## src/rtl/cdb_arbiter.sv

```systemverilog
// cdb_arbiter: round-robin arbiter and registered broadcast for the common data bus.
//
// Each functional unit presents req/tag/data. One requester is granted per cycle.
// The grant is combinational and doubles as the requester's acceptance strobe.
// The winning tag/data is registered onto cdb_* and is visible the following cycle.
//
// Ports:
//   clk, rst_n     clock and asynchronous active-low reset
//   req            per-requester request, bit i = FU i
//   req_tag        flat tag vector, requester i in [i*TAG_W +: TAG_W]
//   req_data       flat data vector, requester i in [i*DATA_W +: DATA_W]
//   cdb_hold       consumers stalled this cycle; suppresses the grant
//   grant          one-hot or zero acceptance strobe (combinational)
//   cdb_valid      registered broadcast strobe
//   cdb_tag        registered broadcast tag
//   cdb_data       registered broadcast value
//   bcast_count    registered count of valid broadcasts (wraps at 16 bits)
//   err_zero_tag   sticky flag: a tag-0 request was granted

// Per-requester slice. It classifies the request against the round-robin
// pointer and gates its tag/data onto the AND-OR broadcast mux.
module cdb_arbiter_lane #(
  parameter int IDX    = 0,
  parameter int LAST_W = 2,
  parameter int TAG_W  = 4,
  parameter int DATA_W = 16
) (
  input  logic              req,
  input  logic [LAST_W-1:0] last,
  input  logic              gnt,
  input  logic [TAG_W-1:0]  tag,
  input  logic [DATA_W-1:0] data,
  output logic              hi_req,
  output logic [TAG_W-1:0]  sel_tag,
  output logic [DATA_W-1:0] sel_data
);
  // Lanes above the pointer are searched first. Wrapped lanes are searched
  // only when no lane above the pointer is requesting.
  assign hi_req   = req && (LAST_W'(IDX) > last);
  assign sel_tag  = gnt ? tag  : '0;
  assign sel_data = gnt ? data : '0;
endmodule

module cdb_arbiter #(
  parameter int N_REQ  = 4,
  parameter int TAG_W  = 4,
  parameter int DATA_W = 16
) (
  input  logic                    clk,
  input  logic                    rst_n,
  input  logic [N_REQ-1:0]        req,
  input  logic [N_REQ*TAG_W-1:0]  req_tag,
  input  logic [N_REQ*DATA_W-1:0] req_data,
  input  logic                    cdb_hold,
  output logic [N_REQ-1:0]        grant,
  output logic                    cdb_valid,
  output logic [TAG_W-1:0]        cdb_tag,
  output logic [DATA_W-1:0]       cdb_data,
  output logic [15:0]             bcast_count,
  output logic                    err_zero_tag
);
  localparam int LAST_W = (N_REQ > 1) ? $clog2(N_REQ) : 1;

  typedef struct packed {
    logic [TAG_W-1:0]  tag;
    logic [DATA_W-1:0] data;
  } bcast_t;

  logic [LAST_W-1:0]              last;
  logic [N_REQ-1:0]               hi_req;
  logic [N_REQ-1:0][TAG_W-1:0]    lane_tag;
  logic [N_REQ-1:0][DATA_W-1:0]   lane_data;
  logic [LAST_W-1:0]              win_idx;
  logic [LAST_W-1:0]              hi_idx;
  logic                           hi_any;
  logic                           grant_en;
  bcast_t                         sel;
  bcast_t                         bc_q;

  generate
    for (genvar g = 0; g < N_REQ; g++) begin : g_lane
      cdb_arbiter_lane #(
        .IDX    (g),
        .LAST_W (LAST_W),
        .TAG_W  (TAG_W),
        .DATA_W (DATA_W)
      ) u_lane (
        .req      (req[g]),
        .last     (last),
        .gnt      (grant[g]),
        .tag      (req_tag[g*TAG_W +: TAG_W]),
        .data     (req_data[g*DATA_W +: DATA_W]),
        .hi_req   (hi_req[g]),
        .sel_tag  (lane_tag[g]),
        .sel_data (lane_data[g])
      );
    end
  endgenerate

  // Lowest-index requester above the pointer wins; if none, the lowest-index
  // requester overall (the wrap-around). Never yields an index >= N_REQ.
  always_comb begin
    win_idx = '0;
    hi_idx  = '0;
    hi_any  = 1'b0;
    for (int i = N_REQ - 1; i >= 0; i--) begin
      if (req[i]) win_idx = LAST_W'(i);
      if (hi_req[i]) begin
        hi_idx = LAST_W'(i);
        hi_any = 1'b1;
      end
    end
    if (hi_any) win_idx = hi_idx;
  end

  // Reset gates the grant so no FU sees a false acceptance while in reset.
  assign grant_en = (|req) && !cdb_hold && rst_n;

  always_comb begin
    grant = '0;
    if (grant_en) grant[win_idx] = 1'b1;
  end

  // Grant is one-hot, so OR-ing the gated lanes selects the winner.
  always_comb begin
    sel = '0;
    for (int i = 0; i < N_REQ; i++) begin
      sel.tag  = sel.tag  | lane_tag[i];
      sel.data = sel.data | lane_data[i];
    end
  end

  always_ff @(posedge clk or negedge rst_n) begin
    if (!rst_n) begin
      last         <= LAST_W'(N_REQ - 1);
      cdb_valid    <= 1'b0;
      bc_q         <= '0;
      bcast_count  <= '0;
      err_zero_tag <= 1'b0;
    end else if (grant_en) begin
      last <= win_idx;
      bc_q <= sel;
      // A tag-0 request is still granted to free the requester, but it is
      // not a real producer, so it is flagged instead of broadcast.
      if (sel.tag != '0) begin
        cdb_valid   <= 1'b1;
        bcast_count <= bcast_count + 16'd1;
      end else begin
        cdb_valid    <= 1'b0;
        err_zero_tag <= 1'b1;
      end
    end else begin
      cdb_valid <= 1'b0;
    end
  end

  assign cdb_tag  = bc_q.tag;
  assign cdb_data = bc_q.data;

endmodule

```

## config.mk

```make
export PLATFORM = sky130hd
export DESIGN_NAME = cdb_arbiter
export DESIGN_NICKNAME = d
export VERILOG_FILES = /design/src/rtl/cdb_arbiter.sv
export SDC_FILE = /design/constraint.sdc
export NUM_CORES = 1
export LEC_CHECK = 0
export BUFFER_PORTS_ARGS = -buffer_cell sky130_fd_sc_hd__buf_2
export CORE_UTILIZATION = 41
export DETAILED_ROUTE_END_ITERATION = 10
export PLACE_DENSITY = 0.87
export SYNTH_ARGS = -nofsm -noshare
export SYNTH_HDL_FRONTEND = slang
export SYNTH_HIERARCHICAL = 1
export SYNTH_SLANG_ARGS = --single-unit
```

## constraint.sdc

```tcl
create_clock -name clk -period 2.53 [get_ports clk]
set_input_delay 0.253 -clock clk [delete_from_list [all_inputs] [get_ports clk]]
set_output_delay 0.253 -clock clk [all_outputs]
set_load 0.01 [all_outputs]
```

==> impl_metrics.json, run 1 <==
{
  "cp_top_family": "simple AND/OR/NAND/NOR gates",
  "fin_ws_ns": 0.01890,
  "ir_drop_mv": 0.3906,
  "synth_edf_count": 0,
  "core-area_sq_um": 5608,
  "hpwl_microns": 5389,
  "dp_cells": 467,
  "tns_ns": 0,
  "synth-xor-area-share": 0.05396,
  "fin_total_pwr_w": 0.001838,
  "status": "finished, final reports clean",
  "synth_top_family_by_area": "simple AND/OR/NAND/NOR gates",
  "synth_cell_types": 39,
  "antenna_found_initial": 0,
  "root_buffer": "clkbuf_8",
  "synth_top_cell_area_share": 0.3905,
  "utilization": 0.6122,
  "synthSimpleGateAreaFrac": 0.4044,
  "synth_fp_nets": 352,
  "hp-class": "in -> reg",
  "grt_pass1_vias": 2213,
  "clkSinkCount": 40,
  "synthAdderAreaFrac": 0.005139,
  "synth_compound_area_frac": 0.06064,
  "async_flop_share": 1.000,
  "synth_top_cell_by_area": "dfrtp_1",
  "post_route_cells_drive_above_1_share": 0.4951,
  "io_buffers": 128,
  "clk_pin_slew_worst_paths_ns": 0.08,
  "grt_pass1_wl_microns": 10550,
  "antenna_left": 0,
  "synth_most_common_cell": "and2_1",
  "row_count": 27,
  "synthTopCellsByArea": "dfrtp_1, and2_1, and2_2",
  "n_antenna_cell": 0,
  "cp.arrival_ns": 2.69,
  "die_height_microns": 79.06,
  "fin_crit_sh": 0.9925,
  "slowest_delay_ns": 0.56,
  "synth.area.mux_share": 0.006166,
  "crit_path_end_kind": "flip-flop",
  "start_util": 0.4342,
  "synthTopCellsByCount": "and2_1, dfrtp_1, nand2_1",
  "synth_seq_area_share": 0.4121,
  "crit_slowest_cell": "dfstp_2",
  "critical_path_class": "reg -> reg",
  "layout.cells.non_filler": 480,
  "drv_slew": 0,
  "cap_violations": 0,
  "critPathBufInv": 0,
  "syn_to_final_growth_pct": 41.01,
  "grt_max_degree": 47,
  "final_nets": 496,
  "rsz0062_at_grt": "yes",
  "setup_viol_count_final": 0,
  "wl_microns": 6786,
  "ctsLongestPathBuffers": 2,
  "swShare": 0.2783,
  "numCtsBuffers": 5,
  "pre_cts_ws_ns": -0.2943,
  "yosys_register_bits": 40,
  "power.density_nw_per_um2": 535.4,
  "crit_chain": "nor3b_1 -> nor2_1 -> o31ai_2 -> or2_4 -> nor2_4 -> and2_2 -> nor4_4 -> and4_4 -> nor3_4 -> nand2_1 -> xnor2_1",
  "ioPinCount": 129,
  "p_int_w": 0.001327,
  "clkLatencyLatePin_ns": 0.29,
  "yosysWarnings": 6,
  "syn_area_sq_um": 2435,
  "die_area_sq_um": 6250,
  "cp.required_ns": 2.70,
  "skew_ns": 0.006956,
  "cts_tree": "built",
  "switching_power_w": 0.0005115,
  "synth_flop_cell": "dfrtp_1",
  "die_w_microns": 79.06,
  "crit_path_max_fanout": 7,
  "max_freq_mhz": 398.2,
  "vias": 2379,
  "worstSetupStartpointType": "flip-flop",
  "hold_viol": 0,
  "grt_usage": 0.2244,
  "route.detailed.drc": 0,
  "p_seq_frac": 0.427,
  "wire_per_inst_microns": 14.14,
  "overflow": 0,
  "routabilityCongestion": 0.7789,
  "period_needed_ns": 2.511,
  "first_pass_iters": 4,
  "p_comb_frac": 0.242,
  "synth_area_per_cell_sq_um": 9.223,
  "syn_inst": 264,
  "h-tree-depth": 2,
  "p_leak_nw": 1.805,
  "drtIter0Drc": 60,
  "post_drt_via_cell_ratio": 4.956,
  "p_clk_frac": 0.332
}
==> layout by cell type, fill, tap and decap left out, types with 2 or more instances in the layout <==
cell       instances
nor2b_4            2
nor3_4             2
nand4_1            3
nor2b_1            2
clkbuf_8           5
and2_1            57
dfstp_2            2
nor4_1            16
nor2_4             3
and2_2            20
xor2_1             2
bufinv_16          2
buf_4             22
o21ai_0           18
nand3_1            6
buf_2            128
and2_4             3
nor4_2             3
nand2_1           32
o21ai_1            3
dfrtp_1           38
nor3_1             2
nor2_1             3
xnor2_1           13
==> cells by family (layout without fill, tap and decap cells) <==
kind of cell               Yosys count  in the layout
other                                1              1
muxes                                1              1
adders and majority gates            1              1
AOI/OAI and AO/OA                   27             27
DFF                                 40             40
buffers and inverters               15            159
and+or+nand+nor                    164            164
xor gates and xnor gates            15             15
==> cell type report <==
class                           count  area, sq um
Inverter                            1        3.754
Sequential cell                    40         1003
Clock buffer                        5        68.82
Fill cell                         481         2175
Tap cell                           72        90.09
Timing Repair Buffer              151        815.8
Multi-Input combinational cell    209         1391
Clock inverter                      2        60.06
==> registers in the layout, summed over array words and instances, names as in the netlist <==
signal	count
bcast_count	16
cdb_data	16
cdb_tag	4
last	2
cdb_valid	1
err_zero_tag	1
==> routing by layer <==
metal | share of wire | vias to the layer above | GRT usage
met1 | 0.39 | 1097 | 0.2555
met2 | 0.53 | 105 | 0.4147
met3 | 0.063 | 9 | 0.04713
li1 | - | 1168 | -
met4 | 0.015 | 0 | 0.07091
met5 | 0 | - | 0
==> timing repair <==
item,CTS,global route
buffers inserted,2,3
gates resized for setup,14,4
hold endpoints to repair,10,0
hold buffers,1,0
setup endpoints to repair,17,16
pin swaps,7,7
==> worst register-to-register path, stage by stage, from the launching register on <==
cell     delay, ns
dfstp_2       0.56
nor3b_1       0.08
nor2_1        0.13
o31ai_2       0.11
or2_4         0.29
nor2_4        0.18
and2_2        0.21
nor4_4        0.05
and4_4        0.19
nor3_4        0.31
nand2_1       0.15
xnor2_1       0.16
==> per-stage QoR <==
stage,instance area [sq um],hold slack (ns)
6_report,3433,0.3094
3_5_place_dp,3182,0.2581
5_1_grt,3433,0.3278
3_3_place_gp,3182,0.2519
4_1_cts,3393,0.3037
2_1_floorplan,2456,-0.04259
==> power groups by stage <==
stage	logic (W)	clock network [W]	registers, W
2_1_floorplan	0.000187	0	0.000821
3_3_place_gp	0.000399	0	0.000791
3_5_place_dp	0.000413	0	0.000796
4_1_cts	0.000438	0.000627	0.000784
5_1_grt	0.000487	0.000653	0.000797
6_report	0.000444	0.000610	0.000785
==> final timing paths <==
| check | from | to | slack [ns] | depth (start not counted) |
|---|---|---|---|---|
| max | last[1] | bcast_count[7] | 0.02 | 11 |
| min | req_data[60] | cdb_data[12] | 0.31 | 4 |
| max reg2reg | last[1] | bcast_count[7] | 0.02 | 11 |
| min reg2reg | err_zero_tag | err_zero_tag | 0.47 | 1 |
| max in group asynchronous | rst_n | cdb_data[5] | 1.69 | 3 |
| min in group asynchronous | rst_n | cdb_data[11] | 0.50 | 3 |
Note: power is estimated with default switching activity, not from simulation.
==> run 2: changes to the inputs <==
--- a/config.mk
+++ b/config.mk
@@ -5,8 +5,9 @@
 export SDC_FILE = /design/constraint.sdc
 export NUM_CORES = 1
 export LEC_CHECK = 0
+export ABC_AREA = 1
 export BUFFER_PORTS_ARGS = -buffer_cell sky130_fd_sc_hd__buf_2
-export CORE_UTILIZATION = 41
+export CORE_UTILIZATION = 43
 export DETAILED_ROUTE_END_ITERATION = 10
 export PLACE_DENSITY = 0.87
 export SYNTH_ARGS = -nofsm -noshare
==> run 2 against run 1 <==
  * Synthesized cell count is 68% higher
  * Setup slack better by 0.0068 ns
  * Global-route usage up 0.31 points
  * Combinational power is 25% higher
  * Via count up 34%
  * Largest cell class unchanged
==> impl_metrics.json, run 2 <==
{
  "ioPinCount": 129,
  "n_antenna_cell": 0,
  "synth_top_cell_area_share": 0.3347,
  "synth_cell_types": 31,
  "clkSinkCount": 40,
  "cp.required_ns": 2.72,
  "syn_area_sq_um": 2841,
  "synth_flop_cell": "dfrtp_1",
  "io_buffers": 128,
  "cap_violations": 0,
  "h-tree-depth": 2,
  "period_needed_ns": 2.504,
  "top_usage_layer": "met2",
  "syn_to_final_growth_pct": 31.31,
  "ctsLongestPathBuffers": 2,
  "first_pass_iters": 4,
  "synth_fp_nets": 532,
  "grt_util_met2": 0.4225,
  "start_util": 0.4475,
  "layout_commonest_cell": "nand2_1",
  "rsz0062_at_grt": "yes",
  "status": "finished, final reports clean",
  "dp_cells": 643,
  "tightestPinTransition_ns": 0.5173,
  "syn_inst": 444,
  "grt_usage": 0.2275,
  "vias": 3179,
  "antenna_found_initial": 0,
  "regArea_sq_um": 1003,
  "post_route_cells_drive_above_1_share": 0.3236,
  "post_drt_via_cell_ratio": 4.831,
  "skew_ns": 0.005914,
  "drv_slew": 0,
  "worstSetupStartpointType": "flip-flop",
  "root_buffer": "clkbuf_8",
  "synth_top_cell_by_area": "dfrtp_1",
  "ctsHoldBuffers": 0,
  "async_flop_share": 1.000,
  "grt_max_degree": 41,
  "r2r-end": "bcast_count[7]",
  "core-area_sq_um": 6350,
  "die_height_microns": 83.29,
  "wire_per_inst_microns": 12.34,
  "fin_crit_sh": 0.9898,
  "power.density_nw_per_um2": 493.4,
  "met1_usage": 0.2481,
  "synth_area_per_cell_sq_um": 6.400,
  "final.fill_count": 591,
  "clk_pin_slew_worst_paths_ns": 0.08,
  "die_area_sq_um": 6937,
  "setup_viol_count_final": 0,
  "max_freq_mhz": 399.3,
  "routabilityCongestion": 0.8608,
  "crit_path_max_fanout": 11,
  "hold_viol": 0,
  "critical_path_class": "reg -> reg",
  "p_leak_nw": 2.509,
  "clkLatencyLatePin_ns": 0.30,
  "drtIter0Drc": 176,
  "synth_most_common_cell": "nand2_1",
  "tns_ns": 0,
  "yosys_register_bits": 40,
  "met3_usage": 0.03777,
  "relSlewSlack": 0.6551,
  "multiInputGateArea_sq_um": 1421,
  "ff2ff_setup_slack_ns": 0.03,
  "synth_seq_area_share": 0.3531,
  "layout_common_cells": "nand2_1, buf_2, inv_1",
  "yosysWarnings": 6,
  "overflow": 0,
  "hp-class": "in -> async",
  "grt_pass1_vias": 2896,
  "worstReg2RegStart": "last[1]",
  "row_count": 29,
  "synth_edf_count": 0,
  "grt_pass1_wl_microns": 12700,
  "wl_microns": 8122,
  "hpwl_microns": 6191,
  "final_nets": 668,
  "synthTopCellsByCount": "nand2_1, inv_1, dfrtp_1",
  "numCtsBuffers": 5,
  "cts_tree": "built",
  "crit_path_end_kind": "flip-flop",
  "die_w_microns": 83.29,
  "layout.cells.non_filler": 658,
  "antenna_left": 0,
  "cp.arrival_ns": 2.69,
  "ir_drop_mv": 0.3579,
  "synthTopCellsByArea": "dfrtp_1, nand2_1, inv_1",
  "route.detailed.drc": 0,
  "worst-r2r-cell-count": 18
}
## run 2: final cells by class
| class | instances | share of cell area |
|---|---|---|
| sequential | 40 | 0.2689 |
| timing repair buffer | 141 | 0.1989 |
| clock buffer | 8 | 0.02414 |
| multi-input combinational | 294 | 0.3810 |
| inverter | 98 | 0.1013 |
| tap | 77 | 0.02582 |
## run 2: what timing repair did
item                                    4_1_cts  5_1_grt
endpoints found under the setup margin        7       25
pin swaps                                     0        7
setup buffers                                 0        4
cloned                                        0        3
gates resized for setup                       1       27
## run 2: worst max path at each step
stage                       start         endpoint  slack, ns  cells after the start
after floorplan           last[1]   bcast_count[0]       0.04                     20
after global placement    last[1]  bcast_count[10]       0.10                     20
after detailed placement  last[1]   bcast_count[7]       0.01                     20
after CTS                 last[1]   bcast_count[7]       0.03                     19
after global routing      last[1]   bcast_count[7]      -0.12                     18
final                     last[1]   bcast_count[7]       0.03                     18
## run 2: kinds of logic (layout without fill, tap and decap cells)
logic type      count (synthesis)  after routing  share of synthesized area
fa+ha+maj                       1              1                   0.004403
flops                          40             40                     0.3531
other cells                     1              1                   0.001320
simple gates                  252            255                     0.3831
buf+inv                       113            247                     0.1805
compound gates                 31             31                    0.05900
xor+xnor                        6              6                    0.01849
## run 2: per-stage QoR
stage / hold slack (ns) / worst slack (ns) / power, W / utilization / cell area, sq um
6_report: 0.03923 / 0.02570 / 0.001841 / 0.5876 / 3731
5_1_grt: 0.08429 / -0.1175 / 0.001941 / 0.5876 / 3731
4_1_cts: 0.06042 / 0.02517 / 0.001803 / 0.5663 / 3596
3_5_place_dp: 0.3821 / 0.009606 / 0.001358 / 0.5517 / 3503
3_3_place_gp: 0.3708 / 0.1038 / 0.001336 / 0.5517 / 3503
2_1_floorplan: -0.04259 / 0.03993 / 0.001131 / - / 2841
## run 2: worst max-delay path: stages (launching register included)
cell and delay [ns]:
dfstp_2 0.57, inv_2 0.04, nand2_2 0.05, nor2_2 0.04, or2_1 0.24, a21oi_2 0.17
nand2b_4 0.18, nor2_4 0.04, buf_4 0.15, nand2_1 0.06, inv_1 0.04, nor2_1 0.18
nand2_2 0.09, nor2_4 0.15, nand2_4 0.13, nand2_8 0.12, inv_8 0.05, nand2_1 0.05
nand2_1 0.05
## run 2: power by group
| group | switching (W) | internal [W] |
|---|---|---|
| combinational | 0.000318 | 0.000239 |
| sequential | 0.000107 | 0.000733 |
| clock | 0.000222 | 0.000223 |
## run 2: routing by layer
layer	part of all wire	vias up	routed length, microns
li1	-	1589	-
met1	0.39	1439	3137
met2	0.53	129	4276
met3	0.052	22	422
met4	0.035	0	286
met5	0	-	0
